--- src/rtl/bytebeat_pkg.sv ---
// Shared types and constants for the bytebeat audio back end.
// Midscale value, output-mode encoding and the channel-count log2 helper.
package bytebeat_pkg;

  localparam int unsigned SAMPLE_W_DEF = 8;
  localparam logic [SAMPLE_W_DEF-1:0] SAMPLE_MID = SAMPLE_W_DEF'(1) << (SAMPLE_W_DEF - 1);

  typedef enum logic {
    MIX_INDEP = 1'b0,
    MIX_MONO  = 1'b1
  } mix_mode_t;

  function automatic int unsigned sample_mid(input int unsigned w);
    return 32'd1 << (w - 1);
  endfunction

  function automatic int unsigned clog2_ch(input int unsigned n);
    int unsigned r;
    r = 0;
    for (int unsigned i = 0; i < 8; i++) begin
      if ((32'd1 << i) < n) r = i + 1;
    end
    return r;
  endfunction

endpackage

--- src/rtl/bytebeat_voice_mixer_pwm_cmp_slice.sv ---
// One PWM channel: compare register loaded at the period wrap, registered output.
module pwm_cmp_slice #(
  parameter int unsigned     PWM_W   = 8,
  parameter logic [PWM_W-1:0] RST_VAL = '0
) (
  input  logic             clk,
  input  logic             rst_n,
  input  logic [PWM_W-1:0] pwm_cnt,
  input  logic             load,
  input  logic [PWM_W-1:0] value,
  output logic             pwm
);

  logic [PWM_W-1:0] cmp;

  always_ff @(posedge clk) begin
    if (!rst_n) begin
      cmp <= RST_VAL;
      pwm <= 1'b0;
    end else begin
      if (load) cmp <= value;
      pwm <= (pwm_cnt < cmp);
    end
  end

endmodule

--- src/rtl/bytebeat_voice_mixer.sv ---
// N-channel audio back end: sample-rate tick, valid/ready capture with underrun
// flags, averaging mixer, and per-channel or mixed-mono PWM outputs.
module bytebeat_voice_mixer
  import bytebeat_pkg::*;
#(
  parameter int unsigned NUM_CH   = 8,
  parameter int unsigned SAMPLE_W = 8,
  parameter int unsigned PWM_W    = 8,
  parameter int unsigned DIV_W    = 9
) (
  input  logic                         clk,
  input  logic                         rst_n,
  input  logic [DIV_W-1:0]             tick_div,
  input  logic [NUM_CH-1:0]            ch_en,
  input  logic                         mix_mode,
  input  logic                         clr_status,
  input  logic [NUM_CH*SAMPLE_W-1:0]   pcm_data,
  input  logic [NUM_CH-1:0]            pcm_vld,
  output logic [NUM_CH-1:0]            pcm_rdy,
  output logic                         sample_tick,
  output logic [NUM_CH-1:0]            pwm_out,
  output logic [NUM_CH-1:0]            underrun
);

  localparam int unsigned LOG   = clog2_ch(NUM_CH);
  localparam int unsigned SUM_W = SAMPLE_W + LOG;
  localparam logic [SAMPLE_W-1:0] MID = SAMPLE_W'(sample_mid(SAMPLE_W));

  logic [DIV_W-1:0]    tick_cnt, tick_cnt_next;
  logic [SAMPLE_W-1:0] sample_reg [NUM_CH];
  logic [SAMPLE_W-1:0] mix;
  logic [SUM_W-1:0]    sum;
  logic [PWM_W-1:0]    pwm_cnt;
  logic [NUM_CH-1:0]   starve;
  logic                wrap;
  mix_mode_t           mode_q, mode_next;

  // Tick is registered against the next count so it reads 0 out of reset,
  // yet still coincides with tick_cnt == tick_div in normal running.
  assign tick_cnt_next = (tick_cnt == tick_div) ? '0 : tick_cnt + DIV_W'(1);

  always_ff @(posedge clk) begin
    if (!rst_n) begin
      tick_cnt    <= '0;
      sample_tick <= 1'b0;
    end else begin
      tick_cnt    <= tick_cnt_next;
      sample_tick <= (tick_cnt_next == tick_div);
    end
  end

  assign pcm_rdy = {NUM_CH{sample_tick}} & ch_en;
  assign starve  = {NUM_CH{sample_tick}} & ch_en & ~pcm_vld;

  always_ff @(posedge clk) begin
    if (!rst_n) begin
      for (int unsigned i = 0; i < NUM_CH; i++) sample_reg[i] <= MID;
      underrun <= '0;
    end else begin
      underrun <= (clr_status ? '0 : underrun) | starve;
      for (int unsigned i = 0; i < NUM_CH; i++) begin
        if (sample_tick) begin
          if (!ch_en[i])
            sample_reg[i] <= MID;
          else if (pcm_vld[i])
            sample_reg[i] <= pcm_data[i*SAMPLE_W +: SAMPLE_W];
        end
      end
    end
  end

  always_comb begin
    sum = '0;
    for (int unsigned i = 0; i < NUM_CH; i++) sum = sum + SUM_W'(sample_reg[i]);
  end

  always_ff @(posedge clk) begin
    if (!rst_n) mix <= MID;
    else        mix <= SAMPLE_W'(sum >> LOG);
  end

  assign wrap      = (pwm_cnt == '1);
  assign mode_next = wrap ? mix_mode_t'(mix_mode) : mode_q;

  always_ff @(posedge clk) begin
    if (!rst_n) begin
      pwm_cnt <= '0;
      mode_q  <= MIX_INDEP;
    end else begin
      pwm_cnt <= pwm_cnt + PWM_W'(1);
      mode_q  <= mode_next;
    end
  end

  for (genvar g = 0; g < NUM_CH; g++) begin : g_slice
    logic [PWM_W-1:0] value;
    if (g == 0) begin : g_head
      assign value = (mode_next == MIX_MONO) ? mix[SAMPLE_W-1 -: PWM_W]
                                             : sample_reg[g][SAMPLE_W-1 -: PWM_W];
    end else begin : g_rest
      assign value = (mode_next == MIX_MONO) ? '0 : sample_reg[g][SAMPLE_W-1 -: PWM_W];
    end

    pwm_cmp_slice #(
      .PWM_W   (PWM_W),
      .RST_VAL (MID[SAMPLE_W-1 -: PWM_W])
    ) u_slice (
      .clk     (clk),
      .rst_n   (rst_n),
      .pwm_cnt (pwm_cnt),
      .load    (wrap),
      .value   (value),
      .pwm     (pwm_out[g])
    );
  end

endmodule

--- config.mk ---
export PLATFORM = sky130hd
export DESIGN_NAME = bytebeat_voice_mixer
export DESIGN_NICKNAME = d
export VERILOG_FILES = /design/src/rtl/bytebeat_pkg.sv /design/src/rtl/bytebeat_voice_mixer_pwm_cmp_slice.sv /design/src/rtl/bytebeat_voice_mixer.sv
export SDC_FILE = /design/constraint.sdc
export NUM_CORES = 1
export LEC_CHECK = 0
export ABC_CLOCK_PERIOD_IN_PS = 4220
export CAP_MARGIN = 20
export CORE_AREA = 4 4 156 158
export CTS_CLUSTER_SIZE = 16
export DETAILED_ROUTE_END_ITERATION = 8
export DIE_AREA = 0 0 160 162
export PLACE_DENSITY = 0.66
export SYNTH_ARGS = -nofsm -noshare
export SYNTH_HDL_FRONTEND = slang
export SYNTH_SLANG_ARGS = --single-unit
--- constraint.sdc ---
create_clock -name clk -period 4.22 [get_ports clk]
set_input_delay 1.055 -clock clk [delete_from_list [all_inputs] [get_ports clk]]
set_output_delay 1.055 -clock clk [all_outputs]
set_load 0.02 [all_outputs]
== Yosys cells after proc, flatten, opt, wreduce, memory -nomap -nowiden ==
Memories as Yosys holds them, arrays and structs flattened.
Index checks and enable logic that the tools add are counted.

* Bitwise operators: 20
* Order comparisons: 8
* Mux-type cells: 100
* Eq/ne operators: 3
* Add/sub/neg operators: 9

{| class="wikitable"
|+ Operators by type and width
! operator !! number
|-
| two-way mux 8 bit || 25
|-
| two-way mux 1 bit || 74
|-
| less-than comparator 8 bit || 8
|-
| adder 11 x 8 -> 11 bit || 4
|-
| == test 9 bit || 2
|-
| bitwise AND 8 bit || 2
|-
| bitwise OR 1 bit || 16
|-
| adder 10 x 8 -> 11 bit || 1
|-
| adder 9 x 8 -> 10 bit || 1
|-
| adder 8 x 8 -> 9 bit || 1
|-
| adder 9 x 1 -> 9 bit, second input constant || 1
|-
| two-way mux 9 bit || 1
|-
| adder 8 x 1 -> 8 bit, second input constant || 1
|-
| == test 8 bit, second input constant || 1
|-
| NOT 8 bit || 1
|-
| bitwise OR 8 bit || 1
|}

* Output and inout port bits: 25
* Register bits: 107
* Memories kept: 1
* Logic and storage cells: 163
* Input port bits: 93
* RAM bits: 64

{| class="wikitable"
|+ Memories
! memory !! words !! width !! read ports !! clocked after memory_dff !! wr ports !! RTL line !! RTL
|-
| sample_reg || 8 || 8 || 8 || 0 || 8 || bytebeat_voice_mixer.sv:30 || <nowiki>logic [SAMPLE_W-1:0] sample_reg [NUM_CH];</nowiki>
|}

== Longest topological paths before layout ==
* Depth after elaboration: 7
* Depth in mapped cells: 17

== Hierarchy ==
From an unflattened synthesis, not the netlist that was laid out.

* Cells, all modules: 1021
* Area, all modules: 10186.0 sq um

{| class="wikitable"
|+ By module, submodules not included
! module !! cells each !! sequential area each (sq um) !! area an instance (sq um) !! instances
|-
| bytebeat_voice_mixer || 605 || 2622.5 || 6153.4 || 1
|-
| pwm_cmp_slice at g_slice[3].u_slice ... || 52 || 180.2 || 505.5 || 5
|-
| pwm_cmp_slice at g_slice[0].u_slice ... || 52 || 180.2 || 501.7 || 3
|}

== Worst setup path after synthesis ==
No wires, ideal clock.

* Path type: register to register
* From: memory sample_reg[4][2], in the netlist sample_reg[1][2]
* To: register mix[5]
* Slack: 235 ps
* Data arrival time: 3854 ps
* Required time: 4088 ps
* Path buffers: 0
* Period minus slack after synthesis: 3985 ps
* Stages on the path, launching flop included: 16
* Cells stage by stage: edfxtp_1 inv_1 fa_1 inv_1 fa_1 fa_1 inv_1 fa_1 or2_2 fa_1 nor2b_1 o21ai_0 a21oi_1 o21a_1 o21a_1 nor3_1

{| class="wikitable"
|+ RTL lines
! item !! RTL line !! RTL
|-
| start, declared || bytebeat_voice_mixer.sv:30 ||
|-
| end signal, assigned || bytebeat_voice_mixer.sv:79 || <nowiki>else mix <= SAMPLE_W'(sum >> LOG);</nowiki>
|-
| end, declared || bytebeat_voice_mixer.sv:31 || <nowiki>logic [SAMPLE_W-1:0] mix;</nowiki>
|}

==> summary.md <==
| Metric | Value |
|---|---|
| Worst hold stages | `2` |
| Dpl ws | `between 0.015 and 0.02 ns` |
| Vias | `roughly 7,100` |
| Yosys top cell by area | `dfxtp_1` |
| Via count of the first global-routing pass | `7,387` |
| R2R Setup Slk | `approximately 0.16 ns` |
| Root Buffer | `clkbuf_16` |
| Static leakage | `between 0.004 and 0.005 uW` |
| Crit path largest cell delay | `0.55 ns` |
| Yosys reg bits | `170` |
| DIE HEIGHT | `roughly 160 um` |
| Relative slew slack | `0.338` |
| Nature of the critical path endpoint | `flip-flop` |
| Setup ws final | `roughly 0.16 ns` |
| Fin crit share | `0.962` |
| Final Util | `0.506` |
| Peak VDD IR | `approximately 0.00032 V` |
| RD Place Congestion | `~0.85` |
| Synthesized cell area | `9690 um2` |
| Clock Path Buffers | `2` |
| Sequential fraction of the synthesis area | `0.417` |
| Yosys warns | `0` |
| Most Crowded Layer GR | `met2` |
| Share of layout cells above drive strength 1 | `0.0512` |
| MaxCap Viol Count | `0` |
| Total global routing overflow | `0` |
| Clk_lat worst skew | `0.43 ns` |
| Main combinational cell family by area after synthesis | `adder cells` |
| EDFF count, synth | `64` |
| Final #Nets | `1,308` |
| Simple-Gate Fraction of Synth Area | `0.165` |
| Vias per cell | `between 5 and 6` |
| Worst Path Buf+Inv | `4` |
| Post-synth top flop | `dfxtp_1` |
| Num rows | `56` |
| Mux cell area share after synthesis | `0.00310` |
| Worst setup path start | `sample_reg[1][4]` |
| Drt drc | `0` |
| Final setup viols | `0` |
| Syn Inst Count | `just over 1,000` |
| Largest net degree at the start of global routing | `74` |
| Crit-path max FO | `4` |
| Number of I/O port buffers | `approximately 120` |
| Worst Reg-to-Reg Cells | `15` |
| DR pass1 iterations | `4` |
| HP Class | `reg -> reg` |
| Synth top area cells | `dfxtp_1 (22%), edfxtp_1 (20%), fa_1 (9.5%), ha_1 (8.8%), inv_1 (6.5%)` |
| Post-Syn Area per Cell | `just under 10 um2` |
| Slew Viols, Final | `0` |
| IO Count | `118` |
| Worst r2r src | `sample_reg[1][4]` |
| Synth top area share | `0.219` |
| Die area | `25,900 um2` |
| Commonest non-fill, non-tap cells in the layout | `inv_1 (164), clkdlybuf4s50_1 (116), dfxtp_1 (106)` |
| Syn Nets | `around 1,200` |
| M2 GR Usage | `0.309` |
| CP Data Required Time | `about 4.5 ns` |
| CP Capture Point | `mix[7]` |
| Skew final | `between 0.009 and 0.01 ns` |
| Initial Util | `0.419` |
| Worst path top cell family by delay | `adder cells` |
| Clk sinks | `between 150 and 200` |
| Post-DR wirelength/cell | `between 15 and 20 um` |
| M1 GR Usage | `0.254` |
| Upper clock frequency limit | `0.246 GHz` |
| RR Endpoint | `mix[7]` |
| CP Cell Sequence | `inv_1 -> fa_1 -> inv_1 -> fa_1 -> fa_1 -> inv_1 -> fa_1 -> inv_1 -> ha_4 -> nor2b_2 -> o21ai_2 -> a21oi_2 -> o21a_1 -> o211ai_1 -> nand4b_1` |
| Worst EP arrival | `between 4 and 5 ns` |
| Startpoint Class | `flip-flop` |
| Final min period | `between 4 and 5 ns` |
| Post-DP HPWL | `18,400 um` |
| Crit Path Class | `reg -> reg` |
| Synth Area in Compound Gates | `0.123` |
| Initial antenna violation count | `0` |
| Post-synthesis xor/xnor area fraction | `0.0208` |
| CTS Buf Count | `17` |
| Slowest stage cell, crit path | `fa_1` |
| Worst Tran Pin Value | `approximately 0.99 ns` |
| Area Growth Syn to Fin | `20.8%` |
| Post-CTS Hold Buffers | `0` |
| Distinct cells, synth | `56` |
| GRT met3 Usage | `0.0454` |
| Post-DRT Antenna Nets | `0` |
| Die width | `~160 um` |
| Final Hold Viols | `0` |
| Core footprint | `approximately 23,000 um2` |
| Ant diodes | `0` |
| First-pass GRT wire length | `slightly below 40,000 um` |
| CTS tree | `yes` |
| Worst-path clk slew | `roughly 0.07 ns` |
| Total wire length | `roughly 24,000 um` |
| Level count of the clock H-tree | `4` |
| Adder-cell share of the synthesized area | `0.183` |
| GRT Overall Usage | `0.191` |
| DR iter-0 viols | `404` |
| Most common cell after layout, fill and taps aside | `inv_1` |
| Post-synth ARST share | `0` |
| Status | `completed` |
| Pwr/cell area | `361 nW/um2` |
| Crit path depth | `15` |
-- repair_timing --
action | 4_1_cts | 5_1_grt
endpoints found under the setup margin | 1 | 4
endpoints found under the hold margin | 0 | 0
cloned | 0 | 0
buffers inserted | 0 | 1
pin swaps | 0 | 9
gates resized for setup | 1 | 13
-- worst min-delay path: stages (launching register included) --
cell and delay [ns]:
dfxtp_1 0.31, nand2_1 0.05, a21oi_1 0.05
-- per-stage QoR --
step           cell area [um2]  TNS (ns)  hold slack, ns  total power, uW  instances
2_1_floorplan             9690         0           0.432             2350       1007
3_3_place_gp             11100         0           0.439             2590       1371
3_5_place_dp             11100         0           0.447             2610       1371
4_1_cts                  11700         0           0.455             4180       1403
5_1_grt                  11700   -0.0551           0.467             4440       1404
6_report                 11700         0           0.452             4220       1404
-- kinds of logic (layout without fill, tap and decap cells) --
| group | count (synthesis) | in the layout |
|---|---|---|
| fa+ha+maj | 114 | 114 |
| compound gates | 183 | 183 |
| buf+inv | 218 | 325 |
| mux | 3 | 3 |
| flops | 170 | 170 |
| simple gates | 296 | 296 |
| xor+xnor | 23 | 23 |
-- worst min-delay path by stage --
stage | startpoint | endpoint | slack, ns
4_1_cts | g_slice[5].u_slice.cmp[6] | g_slice[5].u_slice.cmp[6] | 0.45
3_3_place_gp | g_slice[7].u_slice.cmp[6] | g_slice[7].u_slice.cmp[6] | 0.44
5_1_grt | g_slice[4].u_slice.cmp[6] | g_slice[4].u_slice.cmp[6] | 0.47
3_5_place_dp | g_slice[5].u_slice.cmp[6] | g_slice[5].u_slice.cmp[6] | 0.45
2_1_floorplan | g_slice[4].u_slice.cmp[6] | g_slice[4].u_slice.cmp[6] | 0.43
6_report | g_slice[5].u_slice.cmp[6] | g_slice[5].u_slice.cmp[6] | 0.45
-- synth_stat cells (2+ instances only) --
master and number:
nor2_1 55, a31oi_1 8, nand4_1 4, xnor2_1 10, nor3_1 40, or3_1 3
o211a_1 6, buf_4 8, nand3_1 7, buf_1 6, ha_1 68, nand3b_1 23
nand2b_1 34, xor2_1 13, clkbuf_1 34, inv_1 167, edfxtp_1 64, o22a_1 2
a211oi_1 10, buf_2 2, a21oi_1 67, dfxtp_1 106, o21a_1 3, o311ai_0 5
a21o_1 16, o21ai_0 24, o21bai_1 8, and3_1 12, nand2_1 42, a211o_1 9
nor2b_1 2, o211ai_1 12, mux2i_1 3, and2_1 67, fa_1 46
-- cell type report --
type	instances	area, um2
Tap cell	290	363
Fill cell	2119	11400
Clock buffer	18	439
Sequential cell	170	4040
Inverter	167	627
Clock inverter	14	145
Multi-Input combinational cell	619	4840
Timing Repair Buffer	126	1250
-- power breakdown --
part	switching, uW	internal (uW)
clock	667	889
sequential	35.7	1760
combinational	446	431
-- metal layers --
metal / vias to the layer above / part of all wire
li1: 3529 / -
met1: 3381 / 0.45
met2: 172 / 0.47
met3: 37 / 0.063
met4: 0 / 0.026
met5: - / 0
(Power assumes the default switching activity.)
==> patch (config.mk and constraints unchanged) <==
Put a register stage on the output `pwm_out`, with the module's reset. The value now appears one clock later. The other outputs are not delayed to match.
--- a/src/rtl/bytebeat_voice_mixer.sv
+++ b/src/rtl/bytebeat_voice_mixer.sv
@@ -25,6 +25,8 @@
   localparam int unsigned LOG   = clog2_ch(NUM_CH);
   localparam int unsigned SUM_W = SAMPLE_W + LOG;
   localparam logic [SAMPLE_W-1:0] MID = SAMPLE_W'(sample_mid(SAMPLE_W));
+
+  logic [NUM_CH-1:0] pwm_d;
 
   logic [DIV_W-1:0]    tick_cnt, tick_cnt_next;
   logic [SAMPLE_W-1:0] sample_reg [NUM_CH];
@@ -110,8 +112,16 @@
       .pwm_cnt (pwm_cnt),
       .load    (wrap),
       .value   (value),
-      .pwm     (pwm_out[g])
+      .pwm     (pwm_d[g])
     );
+  end
+
+  always_ff @(posedge clk) begin
+    if (!rst_n) begin
+      pwm_out <= '0;
+    end else begin
+      pwm_out <= pwm_d;
+    end
   end
 
 endmodule
Check against the original RTL: not equivalent (Yosys sat finds a counterexample within 4 cycles, from zero or initial values and one cycle with rst_n low).
==> patch against the unedited design <==
Worst hold slack worse by 0.021 ns. First-iteration DRC count is 27% higher. Cell area is 0.99% higher. Die area stayed put. Worst setup slack worse by 0.028 ns. Sequential cell count is 8 higher. Power is 3.7% higher. Routed wire length is 5.1% lower. Count of clock-buffer cells in the layout is 2 higher. Synthesized area is 0.12% higher. Via count is 1.7% lower. Global-route usage is 1.2 points lower. Critical endpoint is now mix[5]. Largest cell class unchanged. Highest routed layer unchanged.
==> patch: results <==
{
  "clk_latency_ns": 0.43,
  "fin_worst_skew_ns": 0.0109,
  "nNetsFinal": 1305,
  "muxShareOfSynthArea_pct": 0.413,
  "cts_root_buf": "clkbuf_16",
  "slew_headroom_pct": 45.3,
  "grt_pass1_wl_um": 36600,
  "yosysMostFrequentCell": "inv_1",
  "track_usage_pct": 17.9,
  "synth_edf_count": 64,
  "antenna_found_initial": 0,
  "synth_cell_types": 55,
  "antenna_cells": 0,
  "cp_top_family": "adder cells",
  "async_flop_share_pct": 0,
  "p_leak_uw": 0.00489,
  "dr.pass1.iters": 6,
  "first_global_vias": 6899,
  "io_buffers": 117,
  "drive_above_1_share_pct": 5.58,
  "clk_path_buf_depth": 2,
  "status": "finished, final reports clean",
  "cts_made_buffers": 17,
  "hold_class": "reg -> reg",
  "yosys.area_share.xor_xnor_pct": 1.80,
  "ys_seq_area_share_pct": 43.3,
  "fillerInstances": 2135,
  "wl_per_cell_um": 16.3,
  "placed_cell_area_um2": 11200,
  "crit_path_max_fanout": 3,
  "hpwl_um": 17200,
  "ys_top_cells_by_count": "161 x inv_1, 114 x dfxtp_1, 75 x and2_1",
  "cpPeakStageDelay_ns": 0.54,
  "cp.arrival_ns": 4.38,
  "grt_start_max_net_pins": 55,
  "vias": 7000,
  "cts_max_level": 4,
  "fin_setup_tns_ns": 0,
  "max-vdd-ir-drop_v": 0.000279,
  "drt_iter0_markers": 513,
  "synth_compound_area_share_pct": 11.3,
  "ys_warn_count": 0,
  "gp_congestion": 0.892,
  "critical_path.slowest_cell": "fa_1",
  "place_ws_ns": -0.00478,
  "cts.reportedPaths.clkPinSlew_ns": 0.07,
  "syn_nets": 1196,
  "synth.area.top_cells": "dfxtp_1 24%, edfxtp_1 20%, fa_1 9.5%, ha_1 8.8%, inv_1 6.2%",
  "yosys.area_share.adder_pct": 18.3
}
patch: timing repair:
action	4_1_cts	5_1_grt
resized for setup	1	12
buffers inserted	0	4
pin swaps	1	12
endpoints found under the setup margin	2	4
hold buffers	0	0
cloned	0	0
patch: routing by layer:
layer	global-route usage [%]	routed length, um	vias up
li1	-	-	3503
met1	26.2	11000	3301
met2	27.7	10300	177
met3	3.70	1390	19
met4	3.95	206	0
met5	0	0	-
patch: cell families (layout without fill, tap and decap cells):
kind of cell / Yosys count / in the layout
fa+ha+maj: 114 / 114
mux: 4 / 4
simple gates: 303 / 303
xor+xnor: 20 / 20
buf+inv: 200 / 322
flops: 178 / 178
compound gates: 170 / 170
patch: power by group:
group / switching, uW / internal (uW)
Clock: 716 / 907
Combinational: 441 / 442
Sequential: 38.0 / 1830
patch: path summary, 6_finish.rpt:
check                               from         end  slack [ns]  cells past startpoint
setup / recovery       sample_reg[0][10]      mix[5]        0.13                     15
hold / removal    g_slice[6].u_slice.pwm  pwm_out[6]        0.43                      1
setup reg to reg       sample_reg[0][10]      mix[5]        0.13                     15
hold reg to reg   g_slice[6].u_slice.pwm  pwm_out[6]        0.43                      1
patch: area by class of cell:
type	count	area share, %
Inverter	162	5.14
Clock inverter	12	1.25
Sequential cell	178	35.6
Clock buffer	20	3.78
Tap cell	290	3.07
Timing Repair Buffer	128	10.6
Multi-Input combinational cell	611	40.6
patch: stage by stage:
| step | total power [uW] | util, % | cells |
|---|---|---|---|
| floorplan | 2420 | - | 989 |
| global placement | 2650 | 48.2 | 1365 |
| detailed placement | 2660 | 48.2 | 1365 |
| CTS | 4300 | 50.8 | 1397 |
| global route | 4600 | 51.1 | 1401 |
| finish | 4380 | 51.1 | 1401 |
